## src/rtl/cook_timer_ctrl_if.sv

```systemverilog
// Interface bundling the cook timer's keypad, control and display signals.
interface cook_timer_ctrl_if;
    logic       tick_1hz;
    logic       key_valid;
    logic [3:0] key_digit;
    logic       start;
    logic       stop_clear;
    logic       door_closed;
    logic       mux_select;
    logic       load_pgt;
    logic       mag_on;
    logic       alarm;
    logic [3:0] min_tens;
    logic [3:0] min_ones;
    logic [3:0] sec_tens;
    logic [3:0] sec_ones;

    modport slave (
        input  tick_1hz, key_valid, key_digit, start, stop_clear, door_closed,
        output mux_select, load_pgt, mag_on, alarm,
               min_tens, min_ones, sec_tens, sec_ones
    );

    modport master (
        output tick_1hz, key_valid, key_digit, start, stop_clear, door_closed,
        input  mux_select, load_pgt, mag_on, alarm,
               min_tens, min_ones, sec_tens, sec_ones
    );
endinterface

```

## src/rtl/cook_timer_ctrl.sv

```systemverilog
// Microwave cook timer controller: keypad entry, BCD countdown, pause/resume
// and end-of-cook alarm, with all outputs registered.
module cook_timer_ctrl #(
    parameter int unsigned ALARM_TICKS = 3
) (
    input  logic              clock,
    input  logic              reset_n,
    cook_timer_ctrl_if.slave  tmr
);
    localparam int unsigned DW = 4;
    localparam int unsigned SW = 3;

    localparam logic [SW-1:0] S_IDLE  = 3'd0;
    localparam logic [SW-1:0] S_SET   = 3'd1;
    localparam logic [SW-1:0] S_COOK  = 3'd2;
    localparam logic [SW-1:0] S_PAUSE = 3'd3;
    localparam logic [SW-1:0] S_DONE  = 3'd4;

    logic [SW-1:0] state_q, state_d;
    logic [DW-1:0] mt_q, mo_q, st_q, so_q;
    logic [DW-1:0] mt_d, mo_d, st_d, so_d;
    logic [DW-1:0] cnt_q, cnt_d;
    logic          load_q, load_d;
    logic          mux_q, mag_q, alarm_q;

    logic [DW-1:0] dec_mt, dec_mo, dec_st, dec_so;
    logic          time_zero, dec_zero, key_ok;

    assign time_zero = ({mt_q, mo_q, st_q, so_q} == 16'd0);
    assign dec_zero  = ({dec_mt, dec_mo, dec_st, dec_so} == 16'd0);
    assign key_ok    = tmr.key_valid && (tmr.key_digit <= 4'd9);

    // One-second BCD decrement with seconds wrapping 00 -> 59.
    always_comb begin
        dec_mt = mt_q;
        dec_mo = mo_q;
        dec_st = st_q;
        dec_so = so_q;
        if (so_q != 4'd0) begin
            dec_so = so_q - 4'd1;
        end else begin
            dec_so = 4'd9;
            if (st_q != 4'd0) begin
                dec_st = st_q - 4'd1;
            end else begin
                dec_st = 4'd5;
                if (mo_q != 4'd0) begin
                    dec_mo = mo_q - 4'd1;
                end else begin
                    dec_mo = 4'd9;
                    dec_mt = mt_q - 4'd1;
                end
            end
        end
    end

    // Next-state logic; the first event in priority order that has an effect wins.
    always_comb begin
        state_d = state_q;
        mt_d    = mt_q;
        mo_d    = mo_q;
        st_d    = st_q;
        so_d    = so_q;
        cnt_d   = cnt_q;
        load_d  = 1'b0;

        if (tmr.stop_clear) begin
            if (state_q == S_COOK) begin
                state_d = S_PAUSE;
            end else begin
                state_d = S_IDLE;
                mt_d    = 4'd0;
                mo_d    = 4'd0;
                st_d    = 4'd0;
                so_d    = 4'd0;
                cnt_d   = 4'd0;
            end
        end else if (!tmr.door_closed && state_q == S_COOK) begin
            state_d = S_PAUSE;
        end else if (tmr.start && tmr.door_closed &&
                     ((state_q == S_SET && !time_zero) || state_q == S_PAUSE)) begin
            state_d = S_COOK;
        end else if (tmr.tick_1hz && state_q == S_COOK) begin
            if (!time_zero) begin
                mt_d = dec_mt;
                mo_d = dec_mo;
                st_d = dec_st;
                so_d = dec_so;
                if (dec_zero) begin
                    state_d = S_DONE;
                    cnt_d   = 4'd0;
                end
            end
        end else if (tmr.tick_1hz && state_q == S_DONE) begin
            if (cnt_q == DW'(ALARM_TICKS - 1)) begin
                state_d = S_IDLE;
                cnt_d   = 4'd0;
            end else begin
                cnt_d = cnt_q + 4'd1;
            end
        end else if (key_ok && (state_q == S_IDLE || state_q == S_SET)) begin
            state_d = S_SET;
            load_d  = 1'b1;
            mt_d    = (state_q == S_IDLE) ? 4'd0 : mo_q;
            mo_d    = (state_q == S_IDLE) ? 4'd0 : st_q;
            st_d    = (state_q == S_IDLE) ? 4'd0 : so_q;
            so_d    = tmr.key_digit;
        end
    end

    always_ff @(posedge clock) begin
        if (!reset_n) begin
            state_q <= S_IDLE;
            mt_q    <= 4'd0;
            mo_q    <= 4'd0;
            st_q    <= 4'd0;
            so_q    <= 4'd0;
            cnt_q   <= 4'd0;
            load_q  <= 1'b0;
            mux_q   <= 1'b0;
            mag_q   <= 1'b0;
            alarm_q <= 1'b0;
        end else begin
            state_q <= state_d;
            mt_q    <= mt_d;
            mo_q    <= mo_d;
            st_q    <= st_d;
            so_q    <= so_d;
            cnt_q   <= cnt_d;
            load_q  <= load_d;
            mux_q   <= (state_d == S_COOK);
            mag_q   <= (state_d == S_COOK);
            alarm_q <= (state_d == S_DONE);
        end
    end

    assign tmr.mux_select = mux_q;
    assign tmr.load_pgt   = load_q;
    assign tmr.mag_on     = mag_q;
    assign tmr.alarm      = alarm_q;
    assign tmr.min_tens   = mt_q;
    assign tmr.min_ones   = mo_q;
    assign tmr.sec_tens   = st_q;
    assign tmr.sec_ones   = so_q;
endmodule

```

## src/flat_wrapper.sv

```systemverilog
// flat-port wrapper written by rule: the top's interface ports become plain ports
module cook_timer_ctrl_flat 
#(
    parameter int unsigned ALARM_TICKS = 3
)
  (clock, reset_n, tmr_tick_1hz, tmr_key_valid, tmr_key_digit, tmr_start, tmr_stop_clear, tmr_door_closed, tmr_mux_select, tmr_load_pgt, tmr_mag_on, tmr_alarm, tmr_min_tens, tmr_min_ones, tmr_sec_tens, tmr_sec_ones);
  cook_timer_ctrl_if tmr_i ();
  input  logic clock;
  input  logic reset_n;
  input wire logic [$bits(tmr_i.tick_1hz)-1:0] tmr_tick_1hz;
  input wire logic [$bits(tmr_i.key_valid)-1:0] tmr_key_valid;
  input wire logic [$bits(tmr_i.key_digit)-1:0] tmr_key_digit;
  input wire logic [$bits(tmr_i.start)-1:0] tmr_start;
  input wire logic [$bits(tmr_i.stop_clear)-1:0] tmr_stop_clear;
  input wire logic [$bits(tmr_i.door_closed)-1:0] tmr_door_closed;
  output wire logic [$bits(tmr_i.mux_select)-1:0] tmr_mux_select;
  output wire logic [$bits(tmr_i.load_pgt)-1:0] tmr_load_pgt;
  output wire logic [$bits(tmr_i.mag_on)-1:0] tmr_mag_on;
  output wire logic [$bits(tmr_i.alarm)-1:0] tmr_alarm;
  output wire logic [$bits(tmr_i.min_tens)-1:0] tmr_min_tens;
  output wire logic [$bits(tmr_i.min_ones)-1:0] tmr_min_ones;
  output wire logic [$bits(tmr_i.sec_tens)-1:0] tmr_sec_tens;
  output wire logic [$bits(tmr_i.sec_ones)-1:0] tmr_sec_ones;
  assign tmr_i.tick_1hz = tmr_tick_1hz;
  assign tmr_i.key_valid = tmr_key_valid;
  assign tmr_i.key_digit = tmr_key_digit;
  assign tmr_i.start = tmr_start;
  assign tmr_i.stop_clear = tmr_stop_clear;
  assign tmr_i.door_closed = tmr_door_closed;
  assign tmr_mux_select = tmr_i.mux_select;
  assign tmr_load_pgt = tmr_i.load_pgt;
  assign tmr_mag_on = tmr_i.mag_on;
  assign tmr_alarm = tmr_i.alarm;
  assign tmr_min_tens = tmr_i.min_tens;
  assign tmr_min_ones = tmr_i.min_ones;
  assign tmr_sec_tens = tmr_i.sec_tens;
  assign tmr_sec_ones = tmr_i.sec_ones;
  cook_timer_ctrl #(.ALARM_TICKS(ALARM_TICKS)) u_core (.clock(clock), .reset_n(reset_n), .tmr(tmr_i));
endmodule
```

## config.mk

```make
export PLATFORM = sky130hd
export DESIGN_NAME = cook_timer_ctrl_flat
export DESIGN_NICKNAME = d
export VERILOG_FILES = /design/src/rtl/cook_timer_ctrl_if.sv /design/src/rtl/cook_timer_ctrl.sv /design/src/flat_wrapper.sv
export SDC_FILE = /design/constraint.sdc
export NUM_CORES = 1
export LEC_CHECK = 0
export ABC_AREA = 1
export CAP_MARGIN = 0
export CORE_UTILIZATION = 48
export DETAILED_ROUTE_END_ITERATION = 8
export PLACE_DENSITY_LB_ADDON = 0.05
export SYNTH_ARGS = -nofsm -noshare
export SYNTH_HDL_FRONTEND = slang
export SYNTH_SLANG_ARGS = --single-unit
```

## constraint.sdc

```tcl
create_clock -name clock -period 1.8 [get_ports clock]
set_input_delay 0.36 -clock clock [delete_from_list [all_inputs] [get_ports clock]]
set_output_delay 0.36 -clock clock [all_outputs]
set_load 0.02 [all_outputs]
```

* Word-level counts from Yosys, hierarchy flattened
Index checks and enable logic that the tools add are counted.
** Cells by class
- Add/sub/neg operators :: 5
- $lt $le $gt $ge :: 1
- Eq/ne operators :: 13
- Mux-type cells :: 60
- Bitwise logic cells :: 1
- Reductions and logical operators :: 23
** Operators by type and width (count)
- 2-to-1 mux 4 bit :: 49
- zero test 16 bit :: 2
- 2-to-1 mux 3 bit :: 9
- subtractor 4 x 1 -> 4 bit (second input constant) :: 4
- AND reduction 6 bit :: 2
- nonzero test 4 bit :: 3
- == test 3 x 2 -> 1 bit (second input constant) :: 3
- logical AND 1 bit :: 8
- == test 3 bit (second input constant) :: 2
- inequality test 2 bit (second input constant) :: 3
- inequality test 3 x 2 -> 1 bit (second input constant) :: 2
- nonzero test 3 bit :: 2
- OR reduction 6 bit :: 1
- adder 4 x 1 -> 4 bit (second input constant) :: 1
- == test 4 x 2 -> 1 bit (second input constant) :: 1
- <= comparator 4 bit (second input constant) :: 1
- == test 3 x 1 -> 1 bit (second input constant) :: 1
- zero test 3 bit :: 1
- inequality test 3 bit (second input constant) :: 1
- zero test 1 bit :: 2
- logical OR 1 bit :: 2
- 2-to-1 mux 2 bit :: 1
- 2-to-1 mux 1 bit :: 1
- inverter 1 bit :: 1
** Word-level totals
- Register bits after elaboration :: 26
- Input port bits :: 11
- Output and inout port bits :: 20
- Word-level logic and storage cells :: 112

* Logic depth before layout (Yosys ltp)
Gate-level depths: netlist of run 1.
- Word-level depth :: 12
- Depth in mapped cells :: 16
- Mapped depth without buffers :: 16

* Worst setup path after synthesis of run 1
No wires, ideal clock.
- Kind :: register to register
- From :: reg u_core.mt_q[0], in the netlist u_core.tmr.min_tens[0]
- To :: reg u_core.mt_q[3], in the netlist u_core.tmr.min_tens[3]
- Library setup time :: 0.129 ns
- Arrival time :: 1.810 ns
- Required time :: 1.671 ns
- Slack :: -0.139 ns
- Stages on the path, launching flop included :: 14
- Buffers on the path :: 1
- Clock period less this slack :: 1.939 ns
- Cell sequence :: dfxtp_1 -> inv_1 -> ha_1 -> nor3b_1 -> nand3_4 -> nand3_2 -> nand2_2 -> nor2_4 -> nand2_4 -> clkinv_2 -> buf_6 -> nand2_1 -> o21ai_0 -> nor2_1
** Between the ends
- Cells in the longest elaborated chain, start to end :: 9
- Elaborated cells between the ends (all ways) :: 17
- Those cells by class :: add/sub (1); eq/ne (2); mux (8); reduce/logical (6)
** RTL lines
- from (decl) :: RTL line cook_timer_ctrl.sv:20 : logic [DW-1:0] mt_q, mo_q, st_q, so_q;
- from (signal assigned) :: RTL line cook_timer_ctrl.sv:125 : mt_q <= mt_d;
- subtractor 4 x 1 -> 4 bit :: RTL line cook_timer_ctrl.sv:51 : dec_mt = mt_q - 4'd1;
- 2-to-1 mux 4 bit :: RTL line cook_timer_ctrl.sv:47 : if (mo_q != 4'd0) begin
- 2-to-1 mux 4 bit :: RTL line cook_timer_ctrl.sv:43 : if (st_q != 4'd0) begin
- 2-to-1 mux 4 bit :: RTL line cook_timer_ctrl.sv:39 : if (so_q != 4'd0) begin
- 2-to-1 mux 4 bit :: RTL line cook_timer_ctrl.sv:84 : if (!time_zero) begin
- 2-to-1 mux 4 bit :: RTL line cook_timer_ctrl.sv:83 : end else if (tmr.tick_1hz && state_q == S_COOK) begin
- 2-to-1 mux 4 bit :: RTL line cook_timer_ctrl.sv:80 : end else if (tmr.start && tmr.door_closed &&
- 2-to-1 mux 4 bit :: RTL line cook_timer_ctrl.sv:78 : end else if (!tmr.door_closed && state_q == S_COOK) begin
- 2-to-1 mux 4 bit :: RTL line cook_timer_ctrl.sv:67 : if (tmr.stop_clear) begin
Parallel ways exist; a longest one is shown, timed or not. The select of a mux whose other input is x is not followed.
A chain may end at the register's enable or synchronous reset.

* Worst setup path in the final report of run 1
- From :: reg u_core.state_q[2]
- To :: reg u_core.st_q[2], in the netlist u_core.tmr.sec_tens[2]
** Between the ends
- Cells in the longest elaborated chain, start to end :: 8
- Elaborated cells between the ends (all ways) :: 27
- Those cells by class :: eq/ne (9); mux (7); reduce/logical (11)
** RTL lines
- from (decl) :: RTL line cook_timer_ctrl.sv:19 : logic [SW-1:0] state_q, state_d;
- from (signal assigned) :: RTL line cook_timer_ctrl.sv:124 : state_q <= state_d;
- zero test 3 bit :: RTL line cook_timer_ctrl.sv:101, cook_timer_ctrl.sv:106
- 2-to-1 mux 4 bit :: RTL line cook_timer_ctrl.sv:106 : st_d = (state_q == S_IDLE) ? 4'd0 : so_q;
- 2-to-1 mux 4 bit :: RTL line cook_timer_ctrl.sv:101 : end else if (key_ok && (state_q == S_IDLE || state_q == S_SET)) begin
- 2-to-1 mux 4 bit :: RTL line cook_timer_ctrl.sv:94 : end else if (tmr.tick_1hz && state_q == S_DONE) begin
- 2-to-1 mux 4 bit :: RTL line cook_timer_ctrl.sv:83
- 2-to-1 mux 4 bit :: RTL line cook_timer_ctrl.sv:80
- 2-to-1 mux 4 bit :: RTL line cook_timer_ctrl.sv:78
- 2-to-1 mux 4 bit :: RTL line cook_timer_ctrl.sv:67
- to (signal assigned) :: RTL line cook_timer_ctrl.sv:127 : st_q <= st_d;
- to (decl) :: RTL line cook_timer_ctrl.sv:20
Parallel ways exist; a longest one is shown, timed or not. The select of a mux whose other input is x is not followed.

==> out/summary.log, run 1 <==
qor: setup_path.r2r_setup_slk -0.10 ns
qor: floorplan.floorplan_core_area 3440 um2
qor: finish.post_route_cells_drive_above_1_share 37.9%
qor: clock_tree.clkLatencyLatePin 0.27 ns
qor: sta.fmax 0.526 GHz
qor: sta.worst_slew_margin_rel 56.4%
qor: logic_synthesis.yosys_register_bits 26
qor: setup_path.critPathLaunchType flop
qor: global_routing.gr-usage-all-layers 28.6%
qor: global_routing.grt_first_pass_wirelength 9030 um
qor: logic_synthesis.asyncSetResetFlopFracSynth 0%
qor: setup_path.worstReg2RegStart u_core.state_q[2]
qor: routing.drt-vias-per-instance 5.48
qor: logic_synthesis.netlist-cell-type-count 36
qor: setup_path.r2r_endpoint u_core.tmr.sec_tens[2]
qor: logic_synthesis.synth_fp_nets 289
qor: placement.io_buffer_count 30
qor: finish.n_antenna_cell 0
qor: floorplan.io_pins 31
qor: global_routing.grt_remaining_overflow 0
qor: floorplan.die_x 62.9 um
qor: power.power_switching 690 uW
qor: clock_tree.cts-root-buf clkbuf_8
qor: power.seq_power_share 36.1%
qor: sta.number_of_setup_violations_in_the_final_report 18
qor: power.power_switching_share 38.2%
qor: logic_synthesis.synth-edff-count 0
qor: floorplan.starting_density_of_the_core 51.7%
qor: sta.drv_slew 0
qor: clock_tree.cts.reportedPaths.clkPinSlew 0.09 ns
qor: logic_synthesis.synth_area 1780 um2
qor: sta.setup_repair_after_global_routing_missed_its_margin yes
qor: power.ir_drop 399 uV
qor: hold_path.min_path_type flop to flop
qor: logic_synthesis.netlist.area_leader.share 29.2%
qor: logic_synthesis.synth_top_flop_cell dfxtp_1
qor: power.clock_power_share 18.9%
qor: finish.areaGrowthSynthToFinish 57.1%
qor: floorplan.die-height 62.9 um
qor: power.p_comb_share 45.0%
qor: placement.place.detailed.hpwl 3810 um
qor: sta.fin_crit_sh 106%
qor: placement.routabilityCongestion 0.914
qor: sta.final.hold.worst_slack 0.500 ns
qor: clock_tree.tritoncts yes
qor: setup_path.setup.worst_path.start u_core.state_q[2]
qor: hold_path.worst_hold_startpoint u_core.cnt_q[3]
qor: finish.fillCellCount 228
qor: routing.wire_per_inst 14.7 um
qor: setup_path.crit_path_end_kind flop
qor: global_routing.grt_antenna_before_repair 0
qor: logic_synthesis.ys_warns 0
qor: global_routing.first_global_vias 2019
qor: logic_synthesis.netlist.top_cell.by_area dfxtp_1
qor: clock_tree.cts.htree.levels 1
qor: routing.detailedRoute.firstIterationViolations 200
qor: setup_path.path_max_fanout 8
qor: routing.route.antenna.remaining_nets 0
qor: setup_path.crit_required 2.00 ns
qor: hold_path.whs_endpoint u_core.cnt_q[3]
qor: run_status.violated_checks negative setup slack
qor: routing.route.vias.total 2218
qor: power.leakage 1.27 nW
qor: setup_path.ff2ff_path_depth 9
qor: hold_path.timing.hold.worst_path_depth 2
qor: placement.dpl_cell_area 2470 um2
qor: sta.clock-skew-final 0.00149 ns
qor: routing.drt-pass1-iter-count 5
qor: sta.timing.final.crit_period 1.90 ns
qor: setup_path.critical_path_arrival 2.10 ns
qor: routing.routed_wl 5970 um
qor: logic_synthesis.avgSynthCellArea 6.50 um2
qor: run_status.status finished, violations left
qor: power.pwr_density_cell 646 nW/um2
qor: floorplan.core.rowCount 21
qor: logic_synthesis.portion_of_the_post_synthesis_area_used_by_sequential_elements 29.2%
qor: clock_tree.clock_path_buffers 2
qor: clock_tree.cts-buffers-inserted 3
qor: logic_synthesis.netlist_top_cells_area dfxtp_1, nand2_1, inv_1, nor2_1, o21ai_0
qor: power.int_power 1.12 mW
qor: sta.setup_tns -1.07 ns
qor: global_routing.grt_max_degree 17
qor: finish.non_filler_cell_area_final 2800 um2
qor: clock_tree.clock_sink_count 26
qor: floorplan.die_footprint 3960 um2
qor: finish.fin_nets 376
qor: sta.layout_setup_ws -0.100 ns
qor: logic_synthesis.synthCells 274
qor: sta.timing.final.hold_violations 0
qor: setup_path.path_class flop to flop
qor: job.timing.max_cap.violations 0
qor: sta.worst_slew_pin_slew 0.654 ns
qor: routing.drc_errors 0
==> sequential cells by signal, indices dropped and copies added (netlist names) <==
register	count
u_core.cnt_q	4
u_core.tmr.alarm	1
u_core.tmr.sec_ones	4
u_core.tmr.load_pgt	1
u_core.tmr.sec_tens	4
u_core.state_q	3
u_core.tmr.min_tens	4
u_core.tmr.mux_select	1
u_core.tmr.min_ones	4
==> cell usage after synthesis (2+ instances only) <==
cell type,count
nand2_1,58
inv_1,39
nor2_1,36
dfxtp_1,26
o21ai_0,25
a21oi_1,15
nand3_1,11
nor3_1,8
a211oi_1,4
ha_1,4
nand4_1,4
o22ai_1,4
nand2_4,3
nor2_2,3
nor2_4,3
nor4_1,3
o21ai_1,3
a21oi_2,2
a31oi_1,2
buf_6,2
clkinv_2,2
nand2_2,2
nand3_2,2
==> worst max-delay path, stage by stage, from the launching register on <==
cell,delay (ns)
dfxtp_1,0.40
nor3_1,0.07
inv_1,0.14
nor2_4,0.07
buf_4,0.13
nor2_2,0.15
nand2_1,0.24
o21ai_0,0.32
o21ai_1,0.15
a21oi_2,0.16
==> per-layer routing <==
| metal | track usage (%) | vias up | wire length [um] |
|---|---|---|---|
| li1 | - | 1070 | - |
| met2 | 48.7 | 118 | 2860 |
| met5 | 0 | - | 0 |
| met3 | 3.65 | 32 | 397 |
| met1 | 36.1 | 998 | 2480 |
| met4 | 11.3 | 0 | 228 |
==> area by class of cell <==
cell class,instances,area (um2),area share (%)
inverters,42,175,6.26
clock buffers,3,41.3,1.48
flip-flops and latches,26,534,19.1
repair buffers,85,733,26.2
well taps,46,57.6,2.06
multi-input cells,203,1250,44.9
==> placed cells by master (no fill, tap or decap), types with 10 or more instances in the layout <==
| cell type | Yosys | layout |
|---|---|---|
| a21oi_1 | 15 | 13 |
| buf_4 | 1 | 54 |
| clkdlybuf4s50_1 | 0 | 27 |
| dfxtp_1 | 26 | 15 |
| dfxtp_2 | 0 | 11 |
| inv_1 | 39 | 37 |
| nand2_1 | 58 | 39 |
| nand2_2 | 2 | 20 |
| nand3_1 | 11 | 10 |
| nor2_1 | 36 | 26 |
| o21ai_0 | 25 | 14 |
==> what timing repair did <==
| item | 4_1_cts | 5_1_grt |
|---|---|---|
| setup buffers | 6 | 4 |
| pin swaps | 7 | 16 |
| hold buffers | 0 | 0 |
| endpoints found under the setup margin | 20 | 26 |
| gates cloned | 1 | 0 |
| resized for setup | 12 | 59 |
==> logic make-up (layout without fill, tap and decap cells) <==
family | Yosys count | count (layout) | share of synthesized area (%)
buffers and inverters | 46 | 130 | 10.9
adders and majority gates | 4 | 4 | 2.81
AOI/OAI and AO/OA | 58 | 58 | 18.5
DFF | 26 | 26 | 29.2
and+or+nand+nor | 138 | 139 | 37.6
xor gates and xnor gates | 2 | 2 | 0.984
==> power groups by stage <==
stage          Sequential, mW  Combinational [mW]  Clock (mW)
2_1_floorplan           0.701               0.352           0
6_report                0.652               0.814       0.342
3_3_place_gp            0.657               0.633           0
3_5_place_dp            0.659               0.644           0
5_1_grt                 0.658               0.878       0.371
4_1_cts                 0.645               0.699       0.337
==> worst max path at each step <==
stage	end	slack, ns
after global placement	u_core.cnt_q[2]	-0.17
after CTS	u_core.cnt_q[1]	-0.01
after detailed placement	u_core.tmr.sec_ones[2]	-0.23
after global routing	u_core.cnt_q[1]	-0.23
final	u_core.tmr.sec_tens[2]	-0.10
after floorplan	u_core.tmr.min_tens[0]	0.001
==> through the flow <==
step | setup WS [ns] | cells | total power [mW] | util, %
floorplan | 0.00125 | 274 | 1.05 | -
global placement | -0.165 | 391 | 1.29 | 71.8
detailed placement | -0.234 | 391 | 1.30 | 71.8
CTS | -0.0136 | 401 | 1.68 | 75.9
global route | -0.234 | 405 | 1.91 | 81.2
finish | -0.100 | 405 | 1.81 | 81.2
(Power assumes the default switching activity.)
==> run 2, diff against run 1 <==
CORE_UTILIZATION = 28   (was 48)
clock period = 2.3 ns   (was 1.8 ns; I/O delays follow)
==> run 2 against run 1 <==
Compared with the run above:
- the flow now finishes without violations
- highest routed layer unchanged
- critical path type unchanged
- sequential cell count unchanged
- design area down 17%
- clock-buffer cell count grew 1
- largest power group is now sequential cells
==> out/summary.log, run 2 (same netlist as run 1, synthesis figures left out) <==
qor: global_routing.grt_max_degree 17 [unchanged]
qor: global_routing.grt_remaining_overflow 0 [unchanged]
qor: setup_path.path_class flop to flop
qor: setup_path.path_cells inv_1 > nor3_1 > inv_1 > nor2_4 > nand2_2 > nor2_2 > nor2_4 > nand2_4 > clkinv_2 > o21ai_0 > nor2_1
qor: routing.wire_per_inst 13.3 um [-9.8%]
qor: global_routing.grt_first_pass_wirelength 8490 um [-6.0%]
qor: finish.leading_cell_type_in_the_layout_fill_and_taps_excluded nand2_1
qor: routing.route.vias.total 1884 [-15%]
qor: setup_path.critical_path_arrival 2.16 ns [+0.06 ns]
qor: sta.clock-skew-final 0.00462 ns [+0.00313 ns]
qor: sta.worst_slew_margin_rel 56.3% [-0.094 points]
qor: clock_tree.clock_sink_count 26 [unchanged]
qor: routing.drt-pass1-iter-count 4 [-1]
qor: setup_path.crit_path_max_incr_delay 0.37 ns [-0.03 ns]
qor: setup_path.cpMaxStageDelayCell dfxtp_1
qor: run_status.status complete, no violations
qor: setup_path.path_max_fanout 14 [+6]
qor: clock_tree.tritoncts yes
qor: setup_path.crit_required 2.45 ns [+0.45 ns]
qor: floorplan.die-height 81.7 um [+30%]
qor: finish.areaGrowthSynthToFinish 30.5%
qor: power.pwr_density_cell 548 nW/um2 [-15%]
qor: finish.post_route_cells_drive_above_1_share 13.4% [-24 points]
qor: routing.route.antenna.remaining_nets 0 [unchanged]
qor: finish.mostFrequentLayoutCells nand2_1, inv_1, nor2_1
qor: global_routing.first_global_vias 1718 [-15%]
qor: routing.routed_wl 5250 um [-12%]
qor: power.ir_drop 290 uV [-27%]
qor: sta.worst_slew_pin_slew 0.655 ns [+0.00140 ns]
qor: clock_tree.clock_path_buffers 2 [unchanged]
qor: hold_path.min_path_type flop to flop
qor: floorplan.die_footprint 6680 um2 [+69%]
qor: sta.drv_slew 0 [unchanged]
qor: sta.setup_tns 0 ns [+1.07 ns]
qor: clock_tree.cts-root-buf clkbuf_8
qor: finish.n_antenna_cell 0 [unchanged]
qor: finish.fin_nets 336 [-11%]
qor: sta.timing.final.hold_violations 0 [unchanged]
qor: sta.final.hold.worst_slack 0.477 ns [-0.0232 ns]
qor: floorplan.die_x 81.7 um [+30%]
qor: clock_tree.clkLatencyLatePin 0.28 ns [about the same]
qor: global_routing.grt_antenna_before_repair 0 [unchanged]
qor: sta.number_of_setup_violations_in_the_final_report 0 [-18]
qor: job.timing.max_cap.violations 0 [unchanged]
qor: placement.io_buffer_count 30 [unchanged]
qor: placement.routabilityCongestion 0.819 [-10%]
qor: sta.fmax 0.498 GHz [-5.4%]
qor: clock_tree.post_cts_setup_driven_buffer_insertion_count 0 [-6]
qor: power.leakage 0.980 nW [-23%]
qor: routing.detailedRoute.firstIterationViolations 97 [-52%]
qor: routing.drc_errors 0 [unchanged]
qor: clock_tree.cts.reportedPaths.clkPinSlew 0.10 ns [about the same]
qor: sta.setup_repair_after_global_routing_missed_its_margin no
qor: setup_path.critPathLaunchType flop
qor: sta.timing.final.crit_period 2.01 ns [+0.108 ns]
qor: power.total_power 1.27 mW [-30%]
qor: routing.drt-vias-per-instance 4.77 [-13%]
qor: floorplan.core.rowCount 28 [+33%]
qor: floorplan.floorplan_core_area 6030 um2 [+75%]
qor: global_routing.gr-usage-all-layers 16.9% [-12 points]
qor: floorplan.io_pins 31 [unchanged]
qor: floorplan.starting_density_of_the_core 29.5% [-22 points]
qor: sta.fin_crit_sh 87.3% [-18 points]
qor: setup_path.crit_path_end_kind flop
qor: clock_tree.cts.htree.levels 1 [unchanged]
qor: clock_tree.cts-buffers-inserted 3 [unchanged]
qor: placement.place.detailed.hpwl 4050 um [+6.3%]
==> run 2: cell count changes in the layout (fill, tap and decap cells not counted), moves of 6 or more <==
cell	delta
dfxtp_1	+11
buf_4	-38
dfxtp_2	-11
o21ai_0	+11
nor2_1	+10
o21ai_2	-6
nand2_2	-17
nand2_1	+18
==> run 2: cell type report <==
class / instances / area (um2)
clock buffer: 4 / 55.1
inverter: 42 / 160
timing repair buffer: 46 / 420
multi-input combinational: 202 / 1070
sequential: 26 / 520
fill: 693 / 3700
tap: 75 / 93.8
==> run 2: through the flow <==
step | instance area [um2] | cells | worst slack (ns) | util [%]
after detailed placement | 2260 | 391 | 0.00232 | 37.5
after global routing | 2320 | 395 | 0.0228 | 38.6
after CTS | 2320 | 395 | 0.158 | 38.4
after global placement | 2260 | 391 | 0.0339 | 37.5
after floorplan | 1780 | 274 | 0.361 | -
final | 2320 | 395 | 0.292 | 38.6
==> run 2: critical path: cells and delay by family (launching register included) <==
| family | cells | cell delay, ns |
|---|---|---|
| buffers and inverters | 3 | 0.40 |
| flip-flops | 1 | 0.37 |
| AND/OR/NAND/NOR | 7 | 0.90 |
| AO/OA/AOI/OAI | 1 | 0.20 |
==> run 2: final timing paths <==
kind                     start                     end  slack (ns)  depth (start not counted)
min reg2reg    u_core.cnt_q[3]         u_core.cnt_q[3]        0.48                          2
max reg2reg  u_core.state_q[1]  u_core.tmr.min_tens[3]        0.29                         11
min            u_core.cnt_q[3]         u_core.cnt_q[3]        0.48                          2
max          u_core.state_q[1]  u_core.tmr.min_tens[3]        0.29                         11
==> run 2: power by group <==
part           internal (mW)  switching (mW)
registers              0.478          0.0263
logic                  0.177           0.278
clock network          0.153           0.161
==> run 2: repair_timing <==
item                                    in CTS  in global routing
hold buffers                                 0                  0
endpoints found under the hold margin        0                  0
gates resized for setup                      0                  2
endpoints found under the setup margin       0                  5
==> run 2: layer usage <==
layer,routed length [um],part of all wire [%],global-route usage [%],up-vias
met2,2320,44,27.5,41
met4,27,0.51,2.11,0
met3,258,4.9,3.00,2
met1,2640,50,23.6,847
met5,0,0,0,-
li1,-,-,-,994
==> run 3, diff against run 2 <==
CORE_MARGIN = 2   (was not set)
REMOVE_ABC_BUFFERS = 1   (was not set)
==> run 3 against run 2 <==
Compared with the run above:
- global-route usage down 1.4 points
- design area fell by 0.22%
- clock power fell by 15%
- register-to-register slack got worse by 0.02 ns
- sequential power hardly changed
- critical path depth grew 1
- total power down 3.5%
- combinational power hardly changed
- maximum frequency fell by 1.1%
- largest cell class unchanged
==> out/summary.log, run 3 (same netlist as run 1, synthesis figures left out) <==
qor: routing.route.vias.total 1832 [-2.8%]
qor: sta.clock-skew-final 0.00434 ns [-0.000271 ns]
qor: run_status.status complete, no violations
qor: clock_tree.cts-buffers-inserted 3 [unchanged]
qor: clock_tree.post_cts_setup_driven_buffer_insertion_count 0 [unchanged]
qor: power.pwr_density_cell 530 nW/um2 [-3.3%]
qor: clock_tree.cts-root-buf clkbuf_8
qor: sta.timing.final.hold_violations 0 [unchanged]
qor: floorplan.core.rowCount 29 [+3.6%]
qor: routing.detailedRoute.firstIterationViolations 90 [-7.2%]
qor: floorplan.die-height 83.7 um [+2.4%]
qor: floorplan.die_x 83.7 um [+2.4%]
qor: global_routing.first_global_vias 1766 [+2.8%]
qor: floorplan.starting_density_of_the_core 28.5% [-1.0 points]
qor: routing.route.antenna.remaining_nets 0 [unchanged]
qor: finish.mostFrequentLayoutCells nand2_1, inv_1, nor2_1
qor: routing.drt-pass1-iter-count 4 [unchanged]
qor: sta.worst_slew_margin_rel 56.0% [-0.28 points]
qor: routing.routed_wl 5250 um [about the same]
qor: clock_tree.ctsResizeCount 0 [unchanged]
qor: floorplan.die_footprint 7010 um2 [+5.0%]
qor: setup_path.critical_path_arrival 2.18 ns [+0.02 ns]
qor: power.leakage 0.977 nW [-0.31%]
qor: sta.drv_slew 0 [unchanged]
qor: clock_tree.cts_hold_buffers 0 [unchanged]
qor: finish.post_route_cells_drive_above_1_share 13.1% [-0.31 points]
qor: sta.worst_slew_pin_slew 0.659 ns [+0.00419 ns]
qor: sta.setup_repair_after_global_routing_missed_its_margin no
qor: finish.areaGrowthSynthToFinish 30.2%
qor: clock_tree.clkLatencyLatePin 0.27 ns [about the same]
qor: global_routing.grt_antenna_before_repair 0 [unchanged]
qor: sta.timing.final.crit_period 2.03 ns [+0.0227 ns]
qor: routing.wire_per_inst 13.2 um [-0.41%]
qor: finish.finish.cell_count_without_fillers 397 [+0.51%]
qor: floorplan.floorplan_core_area 6240 um2 [+3.6%]
qor: setup_path.path_class flop to flop
qor: sta.fmax 0.492 GHz [-1.1%]
qor: global_routing.grt_max_degree 17 [unchanged]
qor: clock_tree.cts.reportedPaths.clkPinSlew 0.09 ns [about the same]
qor: setup_path.path_max_fanout 8 [-6]
qor: setup_path.ff2ff_path_depth 12 [+1]
qor: hold_path.min_path_type flop to flop
qor: global_routing.grt_remaining_overflow 0 [unchanged]
qor: routing.drc_errors 0 [unchanged]
qor: clock_tree.clock_path_buffers 2 [unchanged]
qor: setup_path.crit_required 2.44 ns [about the same]
qor: finish.fin_nets 337 [+0.30%]
qor: global_routing.gr-usage-all-layers 15.5% [-1.4 points]
qor: setup_path.critPathLaunchType flop
qor: job.timing.max_cap.violations 0 [unchanged]
qor: sta.number_of_setup_violations_in_the_final_report 0 [unchanged]
qor: clock_tree.tritoncts yes
qor: finish.leading_cell_type_in_the_layout_fill_and_taps_excluded nand2_1
qor: sta.setup_tns 0 ns [unchanged]
qor: sta.fin_crit_sh 88.3% [+0.99 points]
qor: setup_path.crit_path_end_kind flop
qor: clock_tree.clock_sink_count 26 [unchanged]
qor: placement.routabilityCongestion 0.824 [+0.66%]
qor: placement.place.detailed.hpwl 4080 um [+0.87%]
qor: routing.drt-vias-per-instance 4.61 [-3.2%]
qor: hold_path.timing.hold.worst_path_depth 2 [unchanged]
qor: clock_tree.cts.htree.levels 1 [unchanged]
qor: placement.io_buffer_count 30 [unchanged]
qor: placement.dp.cells 394 [+0.77%]
qor: power.ir_drop 220 uV [-24%]
qor: floorplan.io_pins 31 [unchanged]
qor: finish.n_antenna_cell 0 [unchanged]
qor: global_routing.grt_first_pass_wirelength 8710 um [+2.7%]
run 3: final timing paths:
check	startpoint	endpoint	slack, ns
worst max-delay path	u_core.tmr.sec_ones[2]	u_core.cnt_q[2]	0.27
worst min-delay path	u_core.cnt_q[3]	u_core.cnt_q[3]	0.47
worst max register to register	u_core.tmr.sec_ones[2]	u_core.cnt_q[2]	0.27
worst min register to register	u_core.cnt_q[3]	u_core.cnt_q[3]	0.47
run 3: area by class of cell:
class	instances	area [um2]
tap	77	96.3
clock buffer	3	41.3
fill	696	3920
sequential	26	520
timing repair buffer	47	428
inverter	42	161
multi-input combinational	202	1070
run 3: through the flow:
| step | total power [mW] | util, % | hold slack (ns) | instance area (um2) | setup slack, ns |
|---|---|---|---|---|---|
| floorplan | 0.803 | - | 0.441 | 1750 | 0.325 |
| CTS | 1.25 | 37.0 | 0.473 | 2310 | 0.203 |
| detailed placement | 0.970 | 36.4 | 0.459 | 2270 | 0.0204 |
| finish | 1.23 | 37.1 | 0.469 | 2320 | 0.269 |
| global placement | 0.975 | 36.4 | 0.454 | 2270 | 0.00867 |
| global route | 1.32 | 37.1 | 0.512 | 2320 | 0.0188 |
run 3: critical path: stages, from the launching register on:
cell	delay (ns)
dfxtp_1	0.39
nor2_2	0.16
nand2_4	0.11
nor2_8	0.19
nand2_1	0.10
o21ai_0	0.19
nand2_1	0.10
nor2_1	0.11
nand2_1	0.10
nand2_1	0.13
nand3_2	0.14
o21ai_1	0.14
nor2_1	0.04
run 3: routing by layer:
layer | routed length (um) | up-vias | track usage, %
li1 | - | 993 | -
met1 | 2800 | 811 | 22.7
met2 | 2260 | 24 | 23.9
met3 | 143 | 4 | 1.78
met4 | 55 | 0 | 4.69
met5 | 0 | - | 0
run 3: report_power, final:
part           switching [mW]  internal (mW)  total, mW
Combinational           0.276          0.179      0.455
Clock                   0.150          0.118      0.267
Sequential             0.0292          0.478      0.508
==> variant 1 (config.mk and constraints of run 1) <==
The localparam `SW` goes from 3 to 6.
--- a/src/rtl/cook_timer_ctrl.sv
+++ b/src/rtl/cook_timer_ctrl.sv
@@ -8,7 +8,7 @@
     cook_timer_ctrl_if.slave  tmr
 );
     localparam int unsigned DW = 4;
-    localparam int unsigned SW = 3;
+    localparam int unsigned SW = 6;
 
     localparam logic [SW-1:0] S_IDLE  = 3'd0;
     localparam logic [SW-1:0] S_SET   = 3'd1;
Check against the original RTL: no difference found for any inputs over 4 cycles, from zero or initial values and one cycle with reset_n low; that may be too few to reach the edited logic, so the function may still have changed.
==> variant 1 against run 1 <==
- the flow still finishes with violations (negative setup slack)
- die area grew 6.2%
- via count up 6.0%
- final area increased by 9.5%
- total power rose by 15%
- critical path depth increased by 4
- hold slack got worse by 0.046 ns
- area after synthesis grew 6.5%
- sequential cell count is 3 higher
- routed wire length rose by 1.6%
- sequential power up 10%
- first-iteration DRC count down 8.5%
- worst setup slack worse by 0.015 ns
- critical path type unchanged
==> variant 1: results (changes against run 1) <==
- Final Setup Violations: 23 (+5)
- WL met3: 411 microns (+3.5%)
- Worst-path clk slew: 0.07 ns (-0.02 ns)
- Syn_nets: 300 (+3.8%)
- Total GRT Usage: 0.280 (-0.00562)
- Status: finished, violations left
- Final setup margin: -0.115 ns (-0.0148 ns)
- Failing checks: negative setup slack
- Power share of the sequential group: 0.346 (-0.015)
- Crit path DAT: 2.12 ns (+0.02 ns)
- Worst slew pin tran: 0.336 ns (-0.318 ns)
- Crit path max-delay family: simple AND/OR/NAND/NOR gates
- Post-Syn Area per Cell: 6.65 sq um (+2.4%)
- Psw: 0.702 mW (+1.7%)
- Vias in the first global route: 2040 (+1.0%)
- Worst vdd ir: 0.500 mV (+25%)
- Routing usage on met2: 0.477 (-0.0100)
- DR iter-0 viols: 183 (-8.5%)
- Layout fillers: 250 (+9.6%)
- Hold WS: 0.454 ns (-0.0459 ns)
- First-pass GRT wire length: 9140 microns (+1.3%)
- Max stage delay cell, worst path: dfxtp_2
- RR Startpoint: u_core.tmr.min_ones[2]$_SDFFE_PN0P_
- Post-DP HPWL: 3870 microns (+1.7%)
- Via density: 5.46 (-0.36%)
- Hold Path Sink: u_core.state_q[5]$_SDFF_PN0_
- CP max stage delay: 0.32 ns (-0.08 ns)
- Pin count of the biggest net entering global routing: 16 (-1)
- Clock Skews: 0.00813 ns (+0.00664 ns)
[variant 1: cell types whose count changed after synthesis, moves of 4 or more]
cell,delta
o21ai_0,-4
o22ai_1,-4
nand2_1,-9
nor2_1,+11
o21ai_1,+10
nand3_1,+6
a22oi_1,+7
[variant 1: layout make-up]
cell class	instances	share of cell area
Clock buffer	7	0.0282
Inverter	40	0.0499
Multi-Input combinational cell	210	0.429
Sequential cell	29	0.194
Tap cell	48	0.0196
Timing Repair Buffer	97	0.280
[variant 1: worst min-delay path: stages (launching register included)]
cell and delay (ns):
dfxtp_1 0.30, inv_2 0.06, nor3_1 0.04
[variant 1: logic make-up after synthesis]
logic type / synth area share
compound gates: 0.181
flops: 0.306
simple gates: 0.373
xor+xnor: 0.00924
fa+ha+maj: 0.0264
buf+inv: 0.104
[variant 1: repair_timing]
item	CTS	global route
resized for setup	26	51
pin swaps	10	24
cloned	1	0
buffers inserted	7	6
endpoints found under the setup margin	20	27
hold buffers	0	0
==> variant 2 (settings of run 1) <==
Without the edit above. Reset style: asynchronous (`reset_n`), changed in one clocked block.
--- a/src/rtl/cook_timer_ctrl.sv
+++ b/src/rtl/cook_timer_ctrl.sv
@@ -108,7 +108,7 @@
         end
     end
 
-    always_ff @(posedge clock) begin
+    always_ff @(posedge clock or negedge reset_n) begin
         if (!reset_n) begin
             state_q <= S_IDLE;
             mt_q    <= 4'd0;
Function: differs if reset_n is asserted again (counterexample within 4 cycles, from zero or initial values and one cycle with reset_n low); with reset_n held inactive, the same outputs for 4 cycles.
==> variant 2 against run 1 <==
- critical path type unchanged
- area after synthesis increased by 4.1%
- final area rose by 2.3%
- count of clock-buffer cells in the layout up 1
- hold slack got worse by 0.035 ns
- critical endpoint is now u_core.tmr.mux_select$_DFF_PN0_
- worst setup slack lost 0.0046 ns
- clock skew increased by 0.0045 ns
- sequential cell count unchanged
- sequential share of layout area rose by 4.2 points
- the flow still finishes with violations (negative setup slack)
- routed wire length shrank 14%
Power is left out: it rests on default switching activity, and per cell area and clock period it moved more than threefold.
==> variant 2: results (changes against run 1) <==
- CP max stage delay: 0.43 ns (+0.03 ns)
- Final Setup Violations: 21 (+3)
- Total setup buffers inserted after CTS: 4 (-2)
- Sum of negative setup slack: -1.14 ns (-0.0758 ns)
- Placed Area: 0.00264 sq mm (+6.9%)
- Synth Instances: 256 (-6.6%)
- Fraction of registers with async set/reset: 1.00 (+1.00)
- Max FO, Critical Path: 5 (-3)
- Synth Area in XOR/XNOR: 0.00945 (-0.000392)
- HP Class: primary input to asynchronous set/reset pin
- Status: finished, violations left
- Nonclk buf count: 92 (+8.2%)
- Final Non-Filler Cells: 395 (-2.5%)
- DR iter-0 viols: 122 (-39%)
- Final setup margin: -0.105 ns (-0.00462 ns)
- Final WL: 5150 microns (-14%)
- Dpl ws: -0.206 ns (+0.0281 ns)
- FF/Latch Area: 666 sq um (+25%)
- Synth area leaders: dfrtp_1 (35%), nand2_1 (14%), inv_1 (6.9%)
- Hold WS: 0.465 ns (-0.0351 ns)
- Routability congestion estimate: 0.854 (-6.6%)
- Clock Skews: 0.00603 ns (+0.00454 ns)
- Post-synthesis adder-cell area fraction: 0.0270 (-0.00112)
- Syn_nets: 271 (-6.2%)
- Fraction of area in multi-input gates: 0.399 (-0.0494)
- Failing checks: negative setup slack
[variant 2: cell types whose count changed after synthesis, moves of 4 or more]
cell / before / now
a211oi_1: 4 / 0
a21oi_1: 15 / 11
a22oi_1: 1 / 6
dfrtp_1: 0 / 26
dfxtp_1: 26 / 0
inv_1: 39 / 34
nand2_1: 58 / 67
nand3_1: 11 / 15
nor2_1: 36 / 24
nor3_1: 8 / 3
o21ai_0: 25 / 15
o21ai_2: 0 / 13
[variant 2: how the worst max path moves through the flow]
stage | from | endpoint | slack (ns) | cells past startpoint
after CTS | u_core.tmr.sec_ones[3]$_DFFE_PN0P_ | u_core.tmr.min_tens[0]$_DFFE_PN0P_ | -0.07 | 11
after floorplan | u_core.tmr.min_tens[0]$_DFFE_PN0P_ | u_core.tmr.min_ones[3]$_DFFE_PN0P_ | -0.04 | 11
after global placement | tmr_key_digit[1] | u_core.tmr.alarm$_DFF_PN0_ | -0.14 | 8
after detailed placement | tmr_key_digit[3] | u_core.tmr.alarm$_DFF_PN0_ | -0.21 | 8
final | u_core.tmr.sec_ones[3]$_DFFE_PN0P_ | u_core.tmr.mux_select$_DFF_PN0_ | -0.10 | 13
after global routing | u_core.tmr.sec_ones[3]$_DFFE_PN0P_ | u_core.tmr.mux_select$_DFF_PN0_ | -0.22 | 14
[variant 2: routing by layer]
metal  track usage  part of all wire  wire length, microns
met1         0.334              0.46                  2350
met2         0.496              0.49                  2550
met3        0.0304             0.035                   181
met4        0.0889             0.013                    69
met5             0                 0                     0
[variant 2: critical path, delay by kind of cell (launching register included)]
| kind | cells | cell delay, ns |
|---|---|---|
| AND/OR/NAND/NOR | 12 | 1.22 |
| flip-flops | 1 | 0.43 |
| buffers and inverters | 1 | 0.14 |
